===== src/rtl/fsm.sv =====
// fsm: one-shot load sequencer. Streams a static pattern and then a dynamic pattern
// out MSB first, then pulses en_fin once and parks in DONE until reset.
`default_nettype none

module fsm #(
  parameter int                    SIZESRSTAT   = 88,
  parameter int                    SIZESRDYN    = 16,
  parameter int                    SIZEADDRMUX  = 7,
  parameter logic [SIZESRSTAT-1:0] STAT_PATTERN = 88'hA5A5A5A5A5A5A5A5A5A5A5,
  parameter logic [SIZESRDYN-1:0]  DYN_PATTERN  = 16'hC3C3
) (
  input  logic CLK,
  input  logic RST_N,
  output logic sel_dyn,
  output logic sel_stat,
  output logic en_fin,
  output logic signal_out
);

  typedef enum logic [2:0] {
    IDLE      = 3'd0,
    LOAD_STAT = 3'd1,
    LOAD_DYN  = 3'd2,
    FIN       = 3'd3,
    DONE      = 3'd4
  } state_t;

  localparam logic [SIZEADDRMUX-1:0] STAT_LAST = SIZEADDRMUX'(SIZESRSTAT - 1);
  localparam logic [SIZEADDRMUX-1:0] DYN_LAST  = SIZEADDRMUX'(SIZESRDYN - 1);

  state_t                 state;
  logic [SIZEADDRMUX-1:0] cnt;
  logic [SIZESRSTAT-1:0]  stat_shifted;
  logic [SIZESRDYN-1:0]   dyn_shifted;

  // RST_N is active-high despite its name.
  always_ff @(posedge CLK or posedge RST_N) begin
    if (RST_N) begin
      state <= IDLE;
      cnt   <= '0;
    end else begin
      case (state)
        IDLE: begin
          state <= LOAD_STAT;
          cnt   <= '0;
        end
        LOAD_STAT: begin
          if (cnt == STAT_LAST) begin
            state <= LOAD_DYN;
            cnt   <= '0;
          end else begin
            cnt <= cnt + 1'b1;
          end
        end
        LOAD_DYN: begin
          if (cnt == DYN_LAST) begin
            state <= FIN;
            cnt   <= '0;
          end else begin
            cnt <= cnt + 1'b1;
          end
        end
        FIN: begin
          state <= DONE;
          cnt   <= '0;
        end
        DONE: begin
          state <= DONE;
          cnt   <= '0;
        end
        default: begin
          state <= IDLE;
          cnt   <= '0;
        end
      endcase
    end
  end

  // Shifting left by cnt brings bit [SIZE-1-cnt] to the MSB without a narrow-index mux.
  assign stat_shifted = STAT_PATTERN << cnt;
  assign dyn_shifted  = DYN_PATTERN << cnt;

  always_comb begin
    sel_stat   = 1'b0;
    sel_dyn    = 1'b0;
    en_fin     = 1'b0;
    signal_out = 1'b0;
    case (state)
      LOAD_STAT: begin
        sel_stat   = 1'b1;
        signal_out = stat_shifted[SIZESRSTAT-1];
      end
      LOAD_DYN: begin
        sel_dyn    = 1'b1;
        signal_out = dyn_shifted[SIZESRDYN-1];
      end
      FIN: begin
        en_fin = 1'b1;
      end
      default: begin
        signal_out = 1'b0;
      end
    endcase
  end

endmodule

`default_nettype wire


===== config.mk =====
export PLATFORM = sky130hd
export DESIGN_NAME = fsm
export DESIGN_NICKNAME = d
export VERILOG_FILES = /design/src/rtl/fsm.sv
export SDC_FILE = /design/constraint.sdc
export NUM_CORES = 1
export LEC_CHECK = 0
export ABC_AREA = 0
export BUFFER_PORTS_ARGS = -buffer_cell sky130_fd_sc_hd__buf_2
export CAP_MARGIN = 10
export CORE_AREA = 10 10 47 49
export DETAILED_ROUTE_END_ITERATION = 6
export DIE_AREA = 0 0 57 59
export GPL_TIMING_DRIVEN = 1
export PLACE_DENSITY = 0.6
export SLEW_MARGIN = 20
export SYNTH_ARGS = -nofsm -noshare
export SYNTH_HDL_FRONTEND = slang
export SYNTH_SLANG_ARGS = --single-unit

===== constraint.sdc =====
create_clock -name CLK -period 3.7 [get_ports CLK]
set_input_delay 0 -clock CLK [delete_from_list [all_inputs] [get_ports CLK]]
set_output_delay 0 -clock CLK [all_outputs]
set_load 0.05 [all_outputs]

==> PnR_summary.wiki, run 1 <==
{| class="wikitable"
! Metric !! Value
|-
| TritonCTS clock tree || yes
|-
| Seq cells post-synth || 10
|-
| Global-route wire length before repair || 1.93 mm
|-
| Worst hold slack after final layout || 0.250 ns
|-
| Reg-to-reg critical path endpoint || cnt[6]
|-
| Post-Synthesis Cells || 56
|-
| Flop-to-flop setup slack || 2.30 ns
|-
| Power per unit of standard cell area || 315 nW/µm²
|-
| Nature of the critical path startpoint || register
|-
| Vias after detailed routing || 420
|-
| Share of the synthesized area in compound gates (AO/OA/AOI/OAI) || 25.6%
|-
| Critical R2R Launch || cnt[0]
|-
| Setup repair after global routing missed its margin || false
|-
| Number of pins with negative max-slew slack in the final report || 0
|-
| CP Capture Type || output pin
|-
| RD Place Congestion || 0.717
|-
| Area of the die || 3360 µm²
|-
| Final TNS setup || 0 ns
|-
| Average wire per standard cell || 13.1 µm
|-
| Final Instance Count excl. Fillers || 81
|-
| Maximum operating frequency || 0.595 GHz
|-
| Final period util || 45.4%
|-
| Post-synthesis share of cell area spent on full adders, half adders and majority gates || 2.13%
|-
| Insertion delay of the later-clocked pin in the worst-skew pair || 0.26 ns
|-
| Critical path type || register to output pin
|-
| # diodes || 0
|-
| DRC Markers || 0
|-
| Length of the first detailed-routing pass in iterations || 4
|-
| Layout-stage area growth over the synthesis result || 14.3%
|-
| Slew of the pin with the lowest slew margin || 0.400 ns
|-
| Main combinational cell family by area after synthesis || compound AO/OA/AOI/OAI gates
|-
| Total of max-cap violations || 0
|-
| Per-instance average area after synthesis || 10.5 µm²
|-
| Iter 0 DRT Violations || 15
|-
| Arr. time, crit path || 1.68 ns
|-
| Leakage power || 0.297 nW
|-
| Worst supply voltage drop on vdd || 0.000203 V
|-
| Fin Clk Skew || 0.00783 ns
|-
| Share of synthesized area spent on multiplexers || 0%
|-
| Avg Vias per Cell || 5.19
|-
| Outcome || finished, final reports clean
|-
| Total core area || 1400 µm²
|-
| Count of unique library cells instantiated by Yosys || 25
|-
| Worst hold path class || primary input to asynchronous set/reset pin
|-
| Effective utilization at floorplan || 41.9%
|-
| Height of the die || 59 µm
|-
| Buffers from clock root to sink, at most || 2
|-
| Number of global-route vias before repair || 451
|-
| Largest stage delay on the critical path || 0.46 ns
|-
| Peak fanout along the critical path || 6
|-
| Number of top-level design ports || 6
|-
| Critical path, cell by cell || or3_4 -> o31ai_1 -> buf_2
|-
| Final Hold Viols || 0
|-
| Fill cell total of the finished layout || 141
|-
| Root buf cell || sky130_fd_sc_hd__clkbuf_4
|-
| Number of warnings reported in the yosys synthesis log || 0
|-
| Number of levels in the clock H-tree || 1
|-
| Worst max-slew margin expressed relative to the limit || 73.3%
|-
| Post-Syn Nets || 59
|-
| Global route total overflow || 0
|-
| Cell Rows || 14
|-
| Worst r2r path cells || 4
|-
| Clk slew on worst S/H paths || 0.07 ns
|-
| Number of buffers inserted by post-CTS setup repair || 0
|-
| Setup violators final || 0
|-
| Slowest stage cell, crit path || sky130_fd_sc_hd__dfrtp_1
|-
| Die boundary width || 57 µm
|-
| Maximum number of pins on one net before global-route repair || 11
|-
| Layout cell share with drive strength beyond 1 || 26.2%
|-
| Share of synthesized area occupied by flip-flops and latches || 42.6%
|-
| Total global-route track usage || 7.11%
|-
| Simple-gate share of the synthesized area || 17.5%
|-
| Port buffer count || 5
|-
| Final HPWL from detailed placement || 829 µm
|-
| Number of nets with antenna violations after detailed routing || 0
|-
| Combined area of all synthesized cells || 587 µm²
|-
| Post-layout net count || 69
|-
| Total placed cells including tap cells || 76
|-
| Final critical delay including setup and external delays || 1.68 ns
|-
| Antenna violations before repair || 0
|-
| Total number of clock tree sinks || 10
|-
| Synthesized-area fraction occupied by xor and xnor cells || 7.46%
|-
| Cts bufs inserted || 3
|-
| WP data required || 3.70 ns
|-
| Total routed wirelength || 1.06 mm
|}
==> cell families after synthesis <==
group | after synthesis
AOI/OAI and AO/OA | 19
xor gates and xnor gates | 5
adders and majority gates | 1
buffers and inverters | 5
DFF | 10
and+or+nand+nor | 16
==> routing by layer <==
metal | track usage (%) | vias to the layer above | wire, µm
li1 | - | 215 | -
met1 | 7.79 | 200 | 481
met2 | 11.9 | 3 | 537
met3 | 2.15 | 2 | 33
met4 | 4.03 | 0 | 8
met5 | 0 | - | 0
==> flip-flops by register name (all words and copies together) (netlist names) <==
name / flops
state: 3
cnt: 7
==> cells in the mapped netlist <==
library cell                number  area (µm²)
sky130_fd_sc_hd__clkinv_4        1        8.76
sky130_fd_sc_hd__dfrtp_1        10         250
sky130_fd_sc_hd__inv_1           3        11.3
sky130_fd_sc_hd__nand3_4         1        17.5
sky130_fd_sc_hd__a21boi_1        1        7.51
sky130_fd_sc_hd__xnor2_1         2        17.5
sky130_fd_sc_hd__a21o_1          1        7.51
sky130_fd_sc_hd__a21bo_1         1        10.0
sky130_fd_sc_hd__o211ai_1        1        7.51
sky130_fd_sc_hd__xor2_1          3        26.3
sky130_fd_sc_hd__a21oi_1         5        25.0
sky130_fd_sc_hd__ha_1            1        12.5
sky130_fd_sc_hd__or3b_4          1        11.3
sky130_fd_sc_hd__or3_4           1        11.3
sky130_fd_sc_hd__or3_1           2        12.5
sky130_fd_sc_hd__nand3_1         1        5.00
sky130_fd_sc_hd__a22oi_2         2        25.0
sky130_fd_sc_hd__o21ai_4         2        32.5
sky130_fd_sc_hd__o21ai_0         2        10.0
sky130_fd_sc_hd__buf_4           1        7.51
sky130_fd_sc_hd__nor2_1          4        15.0
sky130_fd_sc_hd__o31ai_1         2        15.0
sky130_fd_sc_hd__nand2_1         5        18.8
sky130_fd_sc_hd__nand4bb_1       1        11.3
sky130_fd_sc_hd__o21ai_1         2        10.0
==> area by class of cell <==
type                            instances  area (µm²)  share of cell area (%)
Clock buffer                            4        36.3                    5.41
Inverter                                4        20.0                    2.99
Multi-Input combinational cell         41         309                    46.1
Sequential cell                        10         250                    37.3
Tap cell                               16        20.0                    2.99
Timing Repair Buffer                    6        35.0                    5.22
==> critical path: cells and delay by family (launching register included) <==
kind                   cells  cell delay, ns
DFF                        1            0.46
and+or+nand+nor            1            0.45
buffers and inverters      1            0.30
AOI/OAI and AO/OA          1            0.22
==> worst max path at each step <==
stage | start | to | slack (ns) | depth (start not counted)
after floorplan | cnt[4] | signal_out | 1.65 | 2
final | cnt[4] | signal_out | 2.02 | 3
after CTS | cnt[4] | signal_out | 2.02 | 3
after global routing | cnt[4] | signal_out | 1.94 | 3
after global placement | cnt[4] | signal_out | 2.31 | 3
after detailed placement | cnt[0] | cnt[6] | 2.30 | 4
==> where the power goes <==
group	internal, mW	switching (mW)	total, mW
Sequential	0.109	0	0.109
Combinational	0.00112	0.00234	0.00346
Clock	0.0597	0.0388	0.0985
Total	0.170	0.0412	0.211
==> cells in the final DEF, fill, tap and decap left out <==
cell type and instances:
sky130_fd_sc_hd__o21ai_4 2, sky130_fd_sc_hd__buf_2 5, sky130_fd_sc_hd__nand3_1 1, sky130_fd_sc_hd__clkinv_4 1
sky130_fd_sc_hd__or3_1 2, sky130_fd_sc_hd__o211ai_1 1, sky130_fd_sc_hd__clkbuf_4 3, sky130_fd_sc_hd__dfrtp_1 10
sky130_fd_sc_hd__a21bo_1 1, sky130_fd_sc_hd__or3b_4 1, sky130_fd_sc_hd__a21o_1 1, sky130_fd_sc_hd__a21oi_1 5
sky130_fd_sc_hd__ha_1 1, sky130_fd_sc_hd__xnor2_1 2, sky130_fd_sc_hd__o21ai_1 2, sky130_fd_sc_hd__o31ai_1 2
sky130_fd_sc_hd__o21ai_0 2, sky130_fd_sc_hd__inv_1 3, sky130_fd_sc_hd__nand2_1 5, sky130_fd_sc_hd__nor2_1 4
sky130_fd_sc_hd__xor2_1 3, sky130_fd_sc_hd__or3_4 1, sky130_fd_sc_hd__clkbuf_8 1, sky130_fd_sc_hd__a21boi_1 1
sky130_fd_sc_hd__nand3_4 1, sky130_fd_sc_hd__dlygate4sd3_1 1, sky130_fd_sc_hd__nand4bb_1 1, sky130_fd_sc_hd__a22oi_2 2
==> per-stage QoR <==
| step | cell area, µm² | worst slack (ns) | utilization (%) | power, mW |
|---|---|---|---|---|
| finish | 671 | 2.02 | 47.9 | 0.211 |
| global route | 671 | 1.94 | 47.9 | 0.221 |
| CTS | 671 | 2.02 | 47.9 | 0.215 |
| detailed placement | 624 | 2.30 | 44.6 | 0.114 |
| global placement | 624 | 2.31 | 44.6 | 0.114 |
| floorplan | 587 | 1.65 | - | 0.113 |
==> timing repair <==
item / CTS / global route
endpoints found under the hold margin: 10 / 0
endpoints found under the setup margin: 0 / 0
hold buffers: 1 / 0
resized for setup: 0 / 0
(Power assumes the default switching activity.)
==> inputs of run 2 (changes only) <==
- clock period: 3.7 -> 1.7 ns (I/O delays scaled with it)
==> PnR_summary.wiki, run 2 (synthesis gave the netlist of run 1 again) <==
{| class="wikitable"
! Metric !! Value
|-
| Outcome || finished, final reports clean
|-
| Critical R2R Launch || cnt[0]
|-
| Final TNS setup || 0 ns (unchanged)
|-
| Cts bufs inserted || 3 (unchanged)
|-
| Insertion delay of the later-clocked pin in the worst-skew pair || 0.27 ns (about the same)
|-
| Maximum number of pins on one net before global-route repair || 11 (unchanged)
|-
| Multi-input gate area in the final layout || 314 µm² (+1.6%)
|-
| Nature of the critical path startpoint || register
|-
| TritonCTS clock tree || yes
|-
| Total core area || 1400 µm² (unchanged)
|-
| Final period util || 95.3%
|-
| Critical path launch point || cnt[4]
|-
| Global route total overflow || 0 (unchanged)
|-
| Average wire per standard cell || 14.0 µm (+7.2%)
|-
| Fill cell total of the finished layout || 139 (-1.4%)
|-
| Fin Clk Skew || 0.00446 ns (-0.00338 ns)
|-
| RD Place Congestion || 0.794 (+11%)
|-
| Global-route wire length before repair || 1.91 mm (-0.73%)
|-
| Buffers from clock root to sink, at most || 2 (unchanged)
|-
| WP data required || 1.70 ns (-2.00 ns)
|-
| Setup repair after global routing missed its margin || false
|-
| Maximum operating frequency || 0.617 GHz
|-
| Cell area after placement || 629 µm² (+0.80%)
|-
| Most frequent cells in the layout || 10 x sky130_fd_sc_hd__dfrtp_1, 5 x sky130_fd_sc_hd__nand2_1, 5 x sky130_fd_sc_hd__a21oi_1
|-
| Final Hold Viols || 0 (unchanged)
|-
| Leakage power || 0.299 nW (+0.80%)
|-
| Worst supply voltage drop on vdd || 0.000444 V (+120%)
|-
| Switching Share || 20.3% (+0.84 points)
|-
| P_sw || 94.5 µW (+130%)
|-
| Area taken by flip-flops and latches || 250 µm² (unchanged)
|-
| Part of the total power dissipated in combinational logic || 1.6% (about the same)
|-
| Length of the first detailed-routing pass in iterations || 4 (unchanged)
|-
| Flip-flop count of the largest register, all copies and words added || 7 (unchanged)
|-
| Area of the die || 3360 µm² (unchanged)
|-
| Biggest registers after layout || cnt: 7 flops, state: 3 flops
|-
| Vias after detailed routing || 448 (+6.7%)
|-
| Number of global-route vias before repair || 422 (-6.4%)
|-
| Total of max-cap violations || 0 (unchanged)
|-
| Layout cell share with drive strength beyond 1 || 27.7% (+1.5 points)
|-
| Critical path type || register to output pin
|-
| Dpl ws || 0.307 ns (-1.99 ns)
|-
| Leading cell type in the layout, fill and taps excluded || sky130_fd_sc_hd__dfrtp_1
|-
| Clock share of power || 47.2% (+0.6 points)
|-
| Flop-to-flop setup slack || 0.29 ns (-2.01 ns)
|-
| Number of nets with antenna violations after detailed routing || 0 (unchanged)
|-
| Power per unit of standard cell area || 685 nW/µm² (+120%)
|-
| Worst max-slew margin expressed relative to the limit || 73.3% (about the same)
|-
| Number of pins with negative max-slew slack in the final report || 0 (unchanged)
|-
| Internal Power || 370 µW (+120%)
|-
| DRC Markers || 0 (unchanged)
|-
| Worst hold path class || primary input to asynchronous set/reset pin
|-
| Peak fanout along the critical path || 6 (unchanged)
|-
| Total global-route track usage || 7.19% (+0.081 points)
|-
| Effective utilization at floorplan || 41.9% (unchanged)
|-
| Setup violators final || 0 (unchanged)
|-
| Port buffer count || 5 (unchanged)
|-
| Root buf cell || sky130_fd_sc_hd__clkbuf_4
|-
| Antenna violations before repair || 0 (unchanged)
|-
| Reg-to-reg critical path endpoint || cnt[5]
|-
| Post-layout net count || 69 (unchanged)
|-
| Iter 0 DRT Violations || 11 (-4)
|-
| Number of levels in the clock H-tree || 1 (unchanged)
|-
| Total number of clock tree sinks || 10 (unchanged)
|-
| Final HPWL from detailed placement || 874 µm (+5.4%)
|-
| Finished Cell Area || 678 µm² (+1.1%)
|-
| Slew of the pin with the lowest slew margin || 0.400 ns (+0.000198 ns)
|-
| Height of the die || 59 µm (unchanged)
|-
| Total routed wirelength || 1.14 mm (+7.2%)
|-
| Die boundary width || 57 µm (unchanged)
|-
| Largest reg by FF count || cnt
|-
| Final critical delay including setup and external delays || 1.62 ns
|-
| Number of top-level design ports || 6 (unchanged)
|-
| CP Capture Type || output pin
|-
| Cell Rows || 14 (unchanged)
|-
| Number of buffers inserted by post-CTS setup repair || 0 (unchanged)
|-
| Fraction of power consumed by sequential logic || 51.1% (-0.6 points)
|-
| # diodes || 0 (unchanged)
|-
| Timing endpoint of the critical path || signal_out
|-
| Worst r2r path cells || 4 (unchanged)
|-
| Clk slew on worst S/H paths || 0.07 ns (about the same)
|-
| Arr. time, crit path || 1.62 ns (-0.06 ns)
|-
| Worst path setup slack after routing || 0.0793 ns (-1.94 ns)
|-
| Avg Vias per Cell || 5.53 (+6.7%)
|-
| Layout-stage area growth over the synthesis result || 15.6%
|}
[run 2: worst max-delay path: stages, from the launching register on]
cell and delay [ns]:
sky130_fd_sc_hd__dfrtp_1 0.45, sky130_fd_sc_hd__or3_4 0.45, sky130_fd_sc_hd__o31ai_2 0.23, sky130_fd_sc_hd__buf_4 0.23
[run 2: how the worst min path moves through the flow]
stage / cells past startpoint / slack [ns] / start / endpoint
after floorplan: 1 / -0.16 / RST_N / cnt[0]
after global placement: 2 / 0.008 / RST_N / cnt[3]
after detailed placement: 2 / 0.006 / RST_N / state[1]
after CTS: 3 / 0.27 / RST_N / state[1]
after global routing: 3 / 0.30 / RST_N / state[2]
final: 3 / 0.26 / RST_N / state[0]
[run 2: layout make-up]
| cell class | count | area share (%) |
|---|---|---|
| clock buffer | 4 | 5.35 |
| inverter | 4 | 2.95 |
| multi-input combinational | 41 | 46.3 |
| sequential | 10 | 36.9 |
| tap | 16 | 2.95 |
| timing repair buffer | 6 | 5.54 |
[run 2: routing by layer]
metal,wire length [µm],vias up,GRT usage (%)
li1,-,219,-
met1,528,218,8.50
met2,541,7,10.9
met3,42,4,2.15
met4,23,0,5.03
met5,0,-,0
[run 2: power by group through the flow]
stage          Sequential, mW  Clock, mW  Combinational, mW
3_3_place_gp            0.242          0            0.00640
3_5_place_dp            0.242          0            0.00635
4_1_cts                 0.238      0.223            0.00816
6_report                0.238      0.219            0.00762
2_1_floorplan           0.242          0            0.00366
5_1_grt                 0.238      0.230            0.00883
[run 2: repair_timing]
item,CTS,global route
hold buffers,1,0
endpoints found under the setup margin,0,1
gates resized for setup,0,2
hold endpoints to repair,10,0
[run 2: through the flow]
step	total power, mW	util (%)	hold WS, ns	std cells
6_report	0.465	48.4	0.255	81
5_1_grt	0.477	48.4	0.303	81
4_1_cts	0.469	48.2	0.272	81
3_5_place_dp	0.249	44.9	0.00624	76
3_3_place_gp	0.249	44.9	0.00787	76
2_1_floorplan	0.246	-	-0.160	56
